**src/rtl/class_pkg.sv**
```systemverilog
// Shared definitions for the class_decision window controller and its
// spike_delta helper: FSM states, class codes and fixed depths.
package class_pkg;

  typedef enum logic [1:0] {
    ST_IDLE,
    ST_WINDOW,
    ST_SETTLE,
    ST_HOLD
  } state_e;

  // Class codes reported on class_id.
  localparam logic [1:0] CLASS_N1   = 2'd0;
  localparam logic [1:0] CLASS_N2   = 2'd1;
  localparam logic [1:0] CLASS_NONE = 2'd2;

  // Cycles spent in SETTLE; covers the neuron stage's 2-register edge detect.
  localparam int SETTLE_DEPTH = 2;

  // Window counter width; holds WINDOW_LEN-1 for WINDOW_LEN up to 1023.
  localparam int WIN_CNT_W = 10;

endpackage

```
**src/rtl/spike_delta.sv**
```systemverilog
// Combinational window delta: modulo-subtracts the captured base counts
// from the current counts of both neurons, then compares the two deltas.
module spike_delta
  import class_pkg::*;
#(
  parameter int CNT_W = 3
) (
  input  logic [CNT_W-1:0] base1_i,
  input  logic [CNT_W-1:0] base2_i,
  input  logic [CNT_W-1:0] cur1_i,
  input  logic [CNT_W-1:0] cur2_i,
  output logic [CNT_W-1:0] d1_o,
  output logic [CNT_W-1:0] d2_o,
  output logic [CNT_W-1:0] margin_o,
  output logic [1:0]       winner_o
);

  logic [CNT_W-1:0] d1;
  logic [CNT_W-1:0] d2;

  // Deltas wrap modulo 2^CNT_W, which absorbs counter roll-over in the window.
  assign d1 = cur1_i - base1_i;
  assign d2 = cur2_i - base2_i;

  // Absolute difference and raw winner; equal deltas report no winner.
  always_comb begin
    // NOTE: every output of a combinational block gets a default first so no
    // path through the if/else leaves it unassigned and infers a latch.
    margin_o = '0;
    winner_o = CLASS_NONE;
    if (d1 > d2) begin
      margin_o = d1 - d2;
      winner_o = CLASS_N1;
    end else if (d2 > d1) begin
      margin_o = d2 - d1;
      winner_o = CLASS_N2;
    end
  end

  assign d1_o = d1;
  assign d2_o = d2;

endmodule

```
**src/rtl/class_decision.sv**
```systemverilog
// Window controller and winner-take-all decision stage. Opens a fixed
// WINDOW_LEN-cycle window on en_t, lets the neuron pipeline settle, then
// presents the window-relative class decision on a valid/ready handshake.
// Optional build macro CLASS_REJECT_EN: decisions whose margin is below
// MIN_MARGIN are reported as CLASS_NONE.
module class_decision
  import class_pkg::*;
#(
  parameter int WINDOW_LEN = 64,
  parameter int CNT_W      = 3,
  parameter int MIN_MARGIN = 2
) (
  input  logic             clk,
  input  logic             rst,
  input  logic             start,
  input  logic [CNT_W-1:0] potential1_t,
  input  logic [CNT_W-1:0] potential2_t,
  output logic             en_t,
  output logic             busy,
  output logic             class_valid,
  input  logic             class_ready,
  output logic [1:0]       class_id,
  output logic [CNT_W-1:0] class_margin
);

`ifdef CLASS_REJECT_EN
  localparam bit REJECT_EN = 1'b1;
`else
  localparam bit REJECT_EN = 1'b0;
`endif

  state_e                 state_q, state_d;
  logic [WIN_CNT_W-1:0]   win_cnt_q, win_cnt_d;
  logic [1:0]             settle_cnt_q, settle_cnt_d;
  logic [CNT_W-1:0]       base1_q, base1_d;
  logic [CNT_W-1:0]       base2_q, base2_d;
  logic [1:0]             class_id_q, class_id_d;
  logic [CNT_W-1:0]       class_margin_q, class_margin_d;
  logic                   en_t_q, en_t_d;
  logic                   busy_q, busy_d;
  logic                   class_valid_q, class_valid_d;

  logic [CNT_W-1:0]       d1, d2, margin;
  logic [1:0]             winner;
  logic [1:0]             decided_id;

  spike_delta #(.CNT_W(CNT_W)) u_spike_delta (
    .base1_i  (base1_q),
    .base2_i  (base2_q),
    .cur1_i   (potential1_t),
    .cur2_i   (potential2_t),
    .d1_o     (d1),
    .d2_o     (d2),
    .margin_o (margin),
    .winner_o (winner)
  );

  // The raw deltas are available for observation but the decision only
  // needs the margin and winner.
  logic unused_deltas;
  assign unused_deltas = ^{d1, d2};

  // Optional low-margin reject on top of the raw winner.
  always_comb begin
    decided_id = winner;
    if (REJECT_EN && (int'(margin) < MIN_MARGIN)) begin
      decided_id = CLASS_NONE;
    end
  end

  // Next-state and next-output logic; outputs are derived from the next
  // state so every port is driven straight from a flop.
  always_comb begin
    state_d        = state_q;
    win_cnt_d      = win_cnt_q;
    settle_cnt_d   = settle_cnt_q;
    base1_d        = base1_q;
    base2_d        = base2_q;
    class_id_d     = class_id_q;
    class_margin_d = class_margin_q;

    unique case (state_q)
      ST_IDLE: begin
        if (start) begin
          base1_d   = potential1_t;
          base2_d   = potential2_t;
          win_cnt_d = WIN_CNT_W'(WINDOW_LEN - 1);
          state_d   = ST_WINDOW;
        end
      end
      ST_WINDOW: begin
        if (win_cnt_q == '0) begin
          settle_cnt_d = 2'(SETTLE_DEPTH - 1);
          state_d      = ST_SETTLE;
        end else begin
          win_cnt_d = win_cnt_q - WIN_CNT_W'(1);
        end
      end
      ST_SETTLE: begin
        if (settle_cnt_q == '0) begin
          class_id_d     = decided_id;
          class_margin_d = margin;
          state_d        = ST_HOLD;
        end else begin
          settle_cnt_d = settle_cnt_q - 2'd1;
        end
      end
      ST_HOLD: begin
        if (class_ready) begin
          state_d = ST_IDLE;
        end
      end
      default: state_d = ST_IDLE;
    endcase

    en_t_d        = (state_d == ST_WINDOW);
    busy_d        = (state_d != ST_IDLE);
    class_valid_d = (state_d == ST_HOLD);
  end

  // State, capture and output registers.
  always_ff @(posedge clk or posedge rst) begin
    // NOTE: every register here is a plain flop (no memory array), so all of
    // them take a defined reset value; a mid-window reset drops everything.
    if (rst) begin
      state_q        <= ST_IDLE;
      win_cnt_q      <= '0;
      settle_cnt_q   <= '0;
      base1_q        <= '0;
      base2_q        <= '0;
      class_id_q     <= CLASS_N1;
      class_margin_q <= '0;
      en_t_q         <= 1'b0;
      busy_q         <= 1'b0;
      class_valid_q  <= 1'b0;
    end else begin
      // NOTE: non-blocking assignments so every flop samples the values from
      // before this edge, independent of statement order.
      state_q        <= state_d;
      win_cnt_q      <= win_cnt_d;
      settle_cnt_q   <= settle_cnt_d;
      base1_q        <= base1_d;
      base2_q        <= base2_d;
      class_id_q     <= class_id_d;
      class_margin_q <= class_margin_d;
      en_t_q         <= en_t_d;
      busy_q         <= busy_d;
      class_valid_q  <= class_valid_d;
    end
  end

  assign en_t         = en_t_q;
  assign busy         = busy_q;
  assign class_valid  = class_valid_q;
  assign class_id     = class_id_q;
  assign class_margin = class_margin_q;

endmodule

```
**config.mk**
```make
export PLATFORM = sky130hd
export DESIGN_NAME = class_decision
export DESIGN_NICKNAME = d
export VERILOG_FILES = /design/src/rtl/class_pkg.sv /design/src/rtl/spike_delta.sv /design/src/rtl/class_decision.sv
export SDC_FILE = /design/constraint.sdc
export NUM_CORES = 1
export LEC_CHECK = 0
export BUFFER_PORTS_ARGS = -buffer_cell sky130_fd_sc_hd__buf_2
export CORE_MARGIN = 5
export CORE_UTILIZATION = 35
export CTS_CLUSTER_DIAMETER = 120
export DETAILED_ROUTE_END_ITERATION = 7
export SLEW_MARGIN = 20
export SYNTH_ARGS = -nofsm -noshare
export SYNTH_HDL_FRONTEND = slang
export SYNTH_SLANG_ARGS = --single-unit
```
**constraint.sdc**
```tcl
create_clock -name clk -period 2.55 [get_ports clk]
set_input_delay 0.51 -clock clk [delete_from_list [all_inputs] [get_ports clk]]
set_output_delay 0.51 -clock clk [all_outputs]
set_load 0.05 [all_outputs]
```
**Word level (Yosys, flattened, before mapping)**

Cells that the tools add are included.
Widths: inputs -> output; s select.

- Equal/unequal tests: 9
- Add/subtract/negate cells: 6
- Multiplexer cells: 15
- Reductions and logical operators: 10
- Order comparisons: 2

Operator list:

| operator | number |
|---|---|
| $mux 10 | 2 |
| $pmux 10 s2 | 1 |
| $mux 2 | 8 |
| $sub 3x3->3 | 4 |
| $logic_not 10->1 | 1 |
| $sub 10x1->10 const B | 1 |
| $ne 2x2->1 const B | 4 |
| $pmux 2 s4 | 1 |
| $eq 2x2->1 const B | 3 |
| $gt 3x3->1 | 2 |
| $mux 3 | 2 |
| $reduce_and 3->1 | 2 |
| $reduce_bool 2->1 | 3 |
| $eq 2x1->1 const B | 2 |
| $logic_not 2->1 | 2 |
| $pmux 2 s2 | 1 |
| $reduce_and 2->1 | 2 |
| $sub 2x1->2 const B | 1 |

- Output and inout bits: 8
- Logic and storage cells: 52
- Bits of input ports: 10
- Flip-flop bits (word level): 28

**Logic depth before layout (Yosys ltp)**

- Word-level depth: 4
- Gate-level depth with buffers: 12
- Mapped depth without buffers: 12

**Hierarchy**

A second synthesis with hierarchy kept.

- Cells, all modules: 171
- Area, all modules: 1740.4 µm²

By module, submodules not included:

| module | instances | seq. area each (µm²) | area an instance (µm²) | cells an instance |
|---|---|---|---|---|
| class_decision | 1 | 700.7 | 1303.8 | 124 |
| spike_delta | 1 | 0.0 | 436.7 | 47 |

**Worst setup path before layout**

OpenSTA, ideal clock, no wires.

- Kind: input to register
- From: in potential2_t[0]
- To: reg class_id_q[1] (netlist: class_id[1])
- Setup time: 125 ps
- Data arrival time: 2617 ps
- Stages on the path: 11
- Data required time: 2425 ps
- Path slack: -192 ps
- Cell sequence: inv_1 ha_1 fa_1 xnor2_1 xor2_1 ha_1 clkbuf_1 and3_1 a21oi_1 a21oi_1 mux2_2

- Longest elaborated chain between the ends: 4
- Elaborated cells on any way between the ends: 5
- Those cells by class: add/sub: 1; order compare: 2; mux: 2

RTL lines:

| item | line | source |
|---|---|---|
| start, declared | class_decision.sv:17 | `input logic [CNT_W-1:0] potential2_t,` |
| $sub 3x3->3 * | spike_delta.sv:23 | `assign d2 = cur2_i - base2_i;` |
| $gt 3x3->1 | spike_delta.sv:34 | `end else if (d2 > d1) begin` |
| $mux 2 | spike_delta.sv:34 |  |
| $mux 2 * | spike_delta.sv:31 | `if (d1 > d2) begin` |
| end signal, assigned | class_decision.sv:144 | `class_id_q <= class_id_d;` |
| end, declared | class_decision.sv:37 | `logic [1:0] class_id_q, class_id_d;` |

Mark *: on every way between the ends. The rest lies on a longest branch, timed or not.
A chain may end at the register's enable or synchronous reset.

**Final worst setup path**

- From: reg base2_q[0]
- To: reg class_margin_q[1] (netlist: class_margin[1])

- Longest elaborated chain between the ends: 4
- Elaborated cells on any way between the ends: 7
- Those cells by class: add/sub: 3; order compare: 2; mux: 2

RTL lines:

| item | line | source |
|---|---|---|
| start, declared | class_decision.sv:36 | `logic [CNT_W-1:0] base2_q, base2_d;` |
| start signal, assigned | class_decision.sv:143 | `base2_q <= base2_d;` |
| $sub 3x3->3 * | spike_delta.sv:23 |  |
| $sub 3x3->3 or $gt 3x3->1 (tied branches) | spike_delta.sv:35, spike_delta.sv:34 |  |
| $mux 3 | spike_delta.sv:34 |  |
| $mux 3 * | spike_delta.sv:31 |  |
| end signal, assigned | class_decision.sv:145 | `class_margin_q <= class_margin_d;` |
| end, declared | class_decision.sv:38 | `logic [CNT_W-1:0] class_margin_q, class_margin_d;` |

Marks and branches as above.

==> flow_metrics.tcl <==
set metrics [dict create \
    status "complete, no violations" \
    gp_congestion 0.835 \
    vdd_drop_max_v 0.000449 \
    grt_pass1_wl_mm 5.55 \
    reg2reg_depth 8 \
    pwr-share-comb_pct 64.6 \
    nets 222 \
    min_path_type "input port to async pin" \
    drive_gt1_share_pct 26.0 \
    fmax_ghz 0.407 \
    setup_viol 0 \
    fin_crit_sh_pct 96.3 \
    swShare_pct 45.5 \
    die_area_um2 6260 \
    synth_ff_type "dfrtp_1" \
    die_width_um 79.1 \
    worstPathMaxFanout 6 \
    drc 0 \
    yosysWarnings 0 \
    maxCapViolations 0 \
    syn_nets 198 \
    worstSetupPathType "flop to flop" \
    r2r_setup_slack_ns 0.09 \
    rsz0062_at_grt "no" \
    dp_hpwl_mm 2.38 \
    die_h_um 79.1 \
    antenna_left 0 \
    crit_arrival_ns 2.66 \
    clockRootBuffer "clkbuf_8" \
    first_pass_iters 4 \
    netlist_instances 174 \
    fin_skew_ns 0.00205 \
    antenna_found_initial 0 \
    clk_latency_ns 0.27 \
    clk_pin_slew_worst_paths_ns 0.10 \
    cp_common_cell "ha_4" \
    yosys-top-cells-count "28 x dfrtp_1, 19 x nand2_1, 18 x inv_1, 12 x nor2_1" \
    ios 18 \
    synthToLayoutAreaGrowth_pct 18.4 \
    power_frac_clock_pct 8.9 \
    ys_top_cells_by_area "dfrtp_1 42%, ha_1 7.5%, fa_1 4.8%" \
    cp-end-kind "flop" \
    cts.sinks 28 \
    vias_per_cell 5.05 \
    synth_edf_count 0 \
    port_buffers 17 \
    num_rows 25 \
    cts_max_level 1 \
    powerDensity_nw_per_um2 1380 \
    relSlewSlack_pct 68.3 \
    grt_max_degree 29 \
    vias 1262 \
    design_area_um2 1980 \
    rr_startpoint "base2_q[0]" \
    p_sw_uw 1250 \
    crit_path_start "base2_q[0]" \
    dpl-instance-area_um2 1920 \
    core_um2 4690 \
    seqPwrFrac_pct 26.4 \
    cts_hold_buf 0 \
    cell_internal_pwr_uw 1490 \
    ys_types 43 \
    yosys.area.top_type_share_pct 41.9 \
    fillerInstances 469 \
    start_kind "flop" \
    p_leak_uw 0.000902 \
    ys_ff_latch 28 \
    grt_overflow 0 \
    numCtsBuffers 3 \
    cp-endpoint "class_margin[1]" \
    seq_area_frac_synth_pct 41.9 \
    clockBufferDepth 2 \
    wl_mm 3.14 \
    avgSynthCellArea_um2 9.61 \
    rr_endpoint "class_margin[1]" \
    crit_path_max_incr_delay_ns 0.42 \
    slew_violations 0 \
    cts_tree "yes" \
    initial_core_util_pct 35.7 \
    hold_viol 0 \
    async_reset_ff_share_pct 100 \
    syn_area_um2 1670 \
    grt_pass1_vias 1227 \
    crit_chain "ha_4 > fa_2 > xnor2_2 > xor2_1 > ha_4 > and3_4 > or3_1 > a31oi_1" \
    yosysTopAreaCell "dfrtp_1" \
    tightest_slew_ns 0.476 \
    grt_use_total_pct 11.0 \
    routedWlPerCell_um 12.6 \
    power_uw 2740 \
    drt_iter0_markers 34 \
    yosysMostFrequentCell "dfrtp_1" \
    critPathRequiredTime_ns 2.75 \
    slowest_stage "dfrtp_1" \
    antennaDiodeCount 0 \
    fin_crit_ns 2.46 \
]
==> worst min-delay path by stage <==
stage                startpoint              end  slack (ns)  cells after the start
floorplan            base1_q[2]       base1_q[2]        0.47                      2
detailed placement  class_id[0]      class_id[0]        0.47                      2
global route                rst  class_margin[0]        0.30                      3
CTS                         rst  class_margin[0]        0.29                      3
finish                      rst  class_margin[0]        0.28                      3
global placement    class_id[0]      class_id[0]        0.46                      2
==> what timing repair did <==
| action | in CTS | in global routing |
|---|---|---|
| buffers inserted | 0 | 0 |
| endpoints found under the setup margin | 0 | 4 |
| gates resized for setup | 0 | 4 |
==> power by group through the flow <==
stage / Clock (uW) / Sequential (uW) / Combinational (uW)
2_1_floorplan: 0 / 879 / 1150
3_3_place_gp: 0 / 731 / 1690
5_1_grt: 276 / 750 / 1990
6_report: 245 / 724 / 1770
4_1_cts: 259 / 723 / 1700
3_5_place_dp: 0 / 732 / 1700
==> cell usage in the layout, fill, tap and decap left out, types with 2 or more instances in the layout <==
master and n:
a21boi_0 3, a21oi_1 8, a21oi_2 2, a31oi_1 4, buf_2 17, buf_4 6
clkbuf_8 3, dfrtp_1 28, fa_1 2, fa_2 2, ha_1 7, ha_4 3
inv_1 15, inv_4 2, mux2i_1 2, nand2_1 18, nand2_2 2, nand3_1 7
nand3b_1 4, nor2_1 12, nor2b_1 2, nor3b_1 2, o21a_1 2, o21ai_0 9
o31ai_1 6, xnor2_1 2, xnor2_2 2
==> critical path, delay by kind of cell, from the launching register on <==
kind / cells / cell delay, ns
fa+ha+maj: 3 / 0.82
simple gates: 2 / 0.53
xor+xnor: 2 / 0.46
flops: 1 / 0.42
compound gates: 1 / 0.17
==> metal layers <==
metal	part of all wire (%)	track usage, %
met5	0	0
met4	0.25	1.55
met3	4.4	3.40
met2	47	18.6
met1	48	14.2
==> through the flow <==
stage / setup WS, ns / setup TNS [ns] / hold WS, ns / util, % / std cells
4_1_cts: 0.0428 / 0 / 0.290 / 41.7 / 250
3_3_place_gp: -0.119 / -0.351 / 0.457 / 40.8 / 247
2_1_floorplan: 0.000574 / 0 / 0.465 / - / 174
5_1_grt: 0.0245 / 0 / 0.303 / 42.2 / 250
3_5_place_dp: -0.192 / -0.648 / 0.466 / 40.8 / 247
6_report: 0.0933 / 0 / 0.280 / 42.2 / 250
==> kinds of logic after synthesis <==
logic type | share of synthesized area (%)
compound gates | 14.3
xor+xnor | 3.14
fa+ha+maj | 12.3
buf+inv | 5.01
flops | 41.9
mux | 1.87
simple gates | 21.5
==> area by class of cell <==
cell class / instances / area [um^2] / area share [%]
Clock buffer: 3 / 41.3 / 2.08
Inverter: 18 / 72.6 / 3.66
Multi-Input combinational cell: 124 / 968 / 48.9
Sequential cell: 28 / 701 / 35.4
Tap cell: 54 / 67.6 / 3.41
Timing Repair Buffer: 23 / 130 / 6.57
==> flip-flops by register name, indices dropped and copies added (netlist names) <==
| register | count |
|---|---|
| class_valid | 1 |
| state_q | 2 |
| settle_cnt_q | 2 |
| class_id | 2 |
| win_cnt_q | 10 |
| class_margin | 3 |
| busy | 1 |
| base1_q | 3 |
| en_t | 1 |
| base2_q | 3 |
Note: power is estimated with default switching activity, not from simulation.
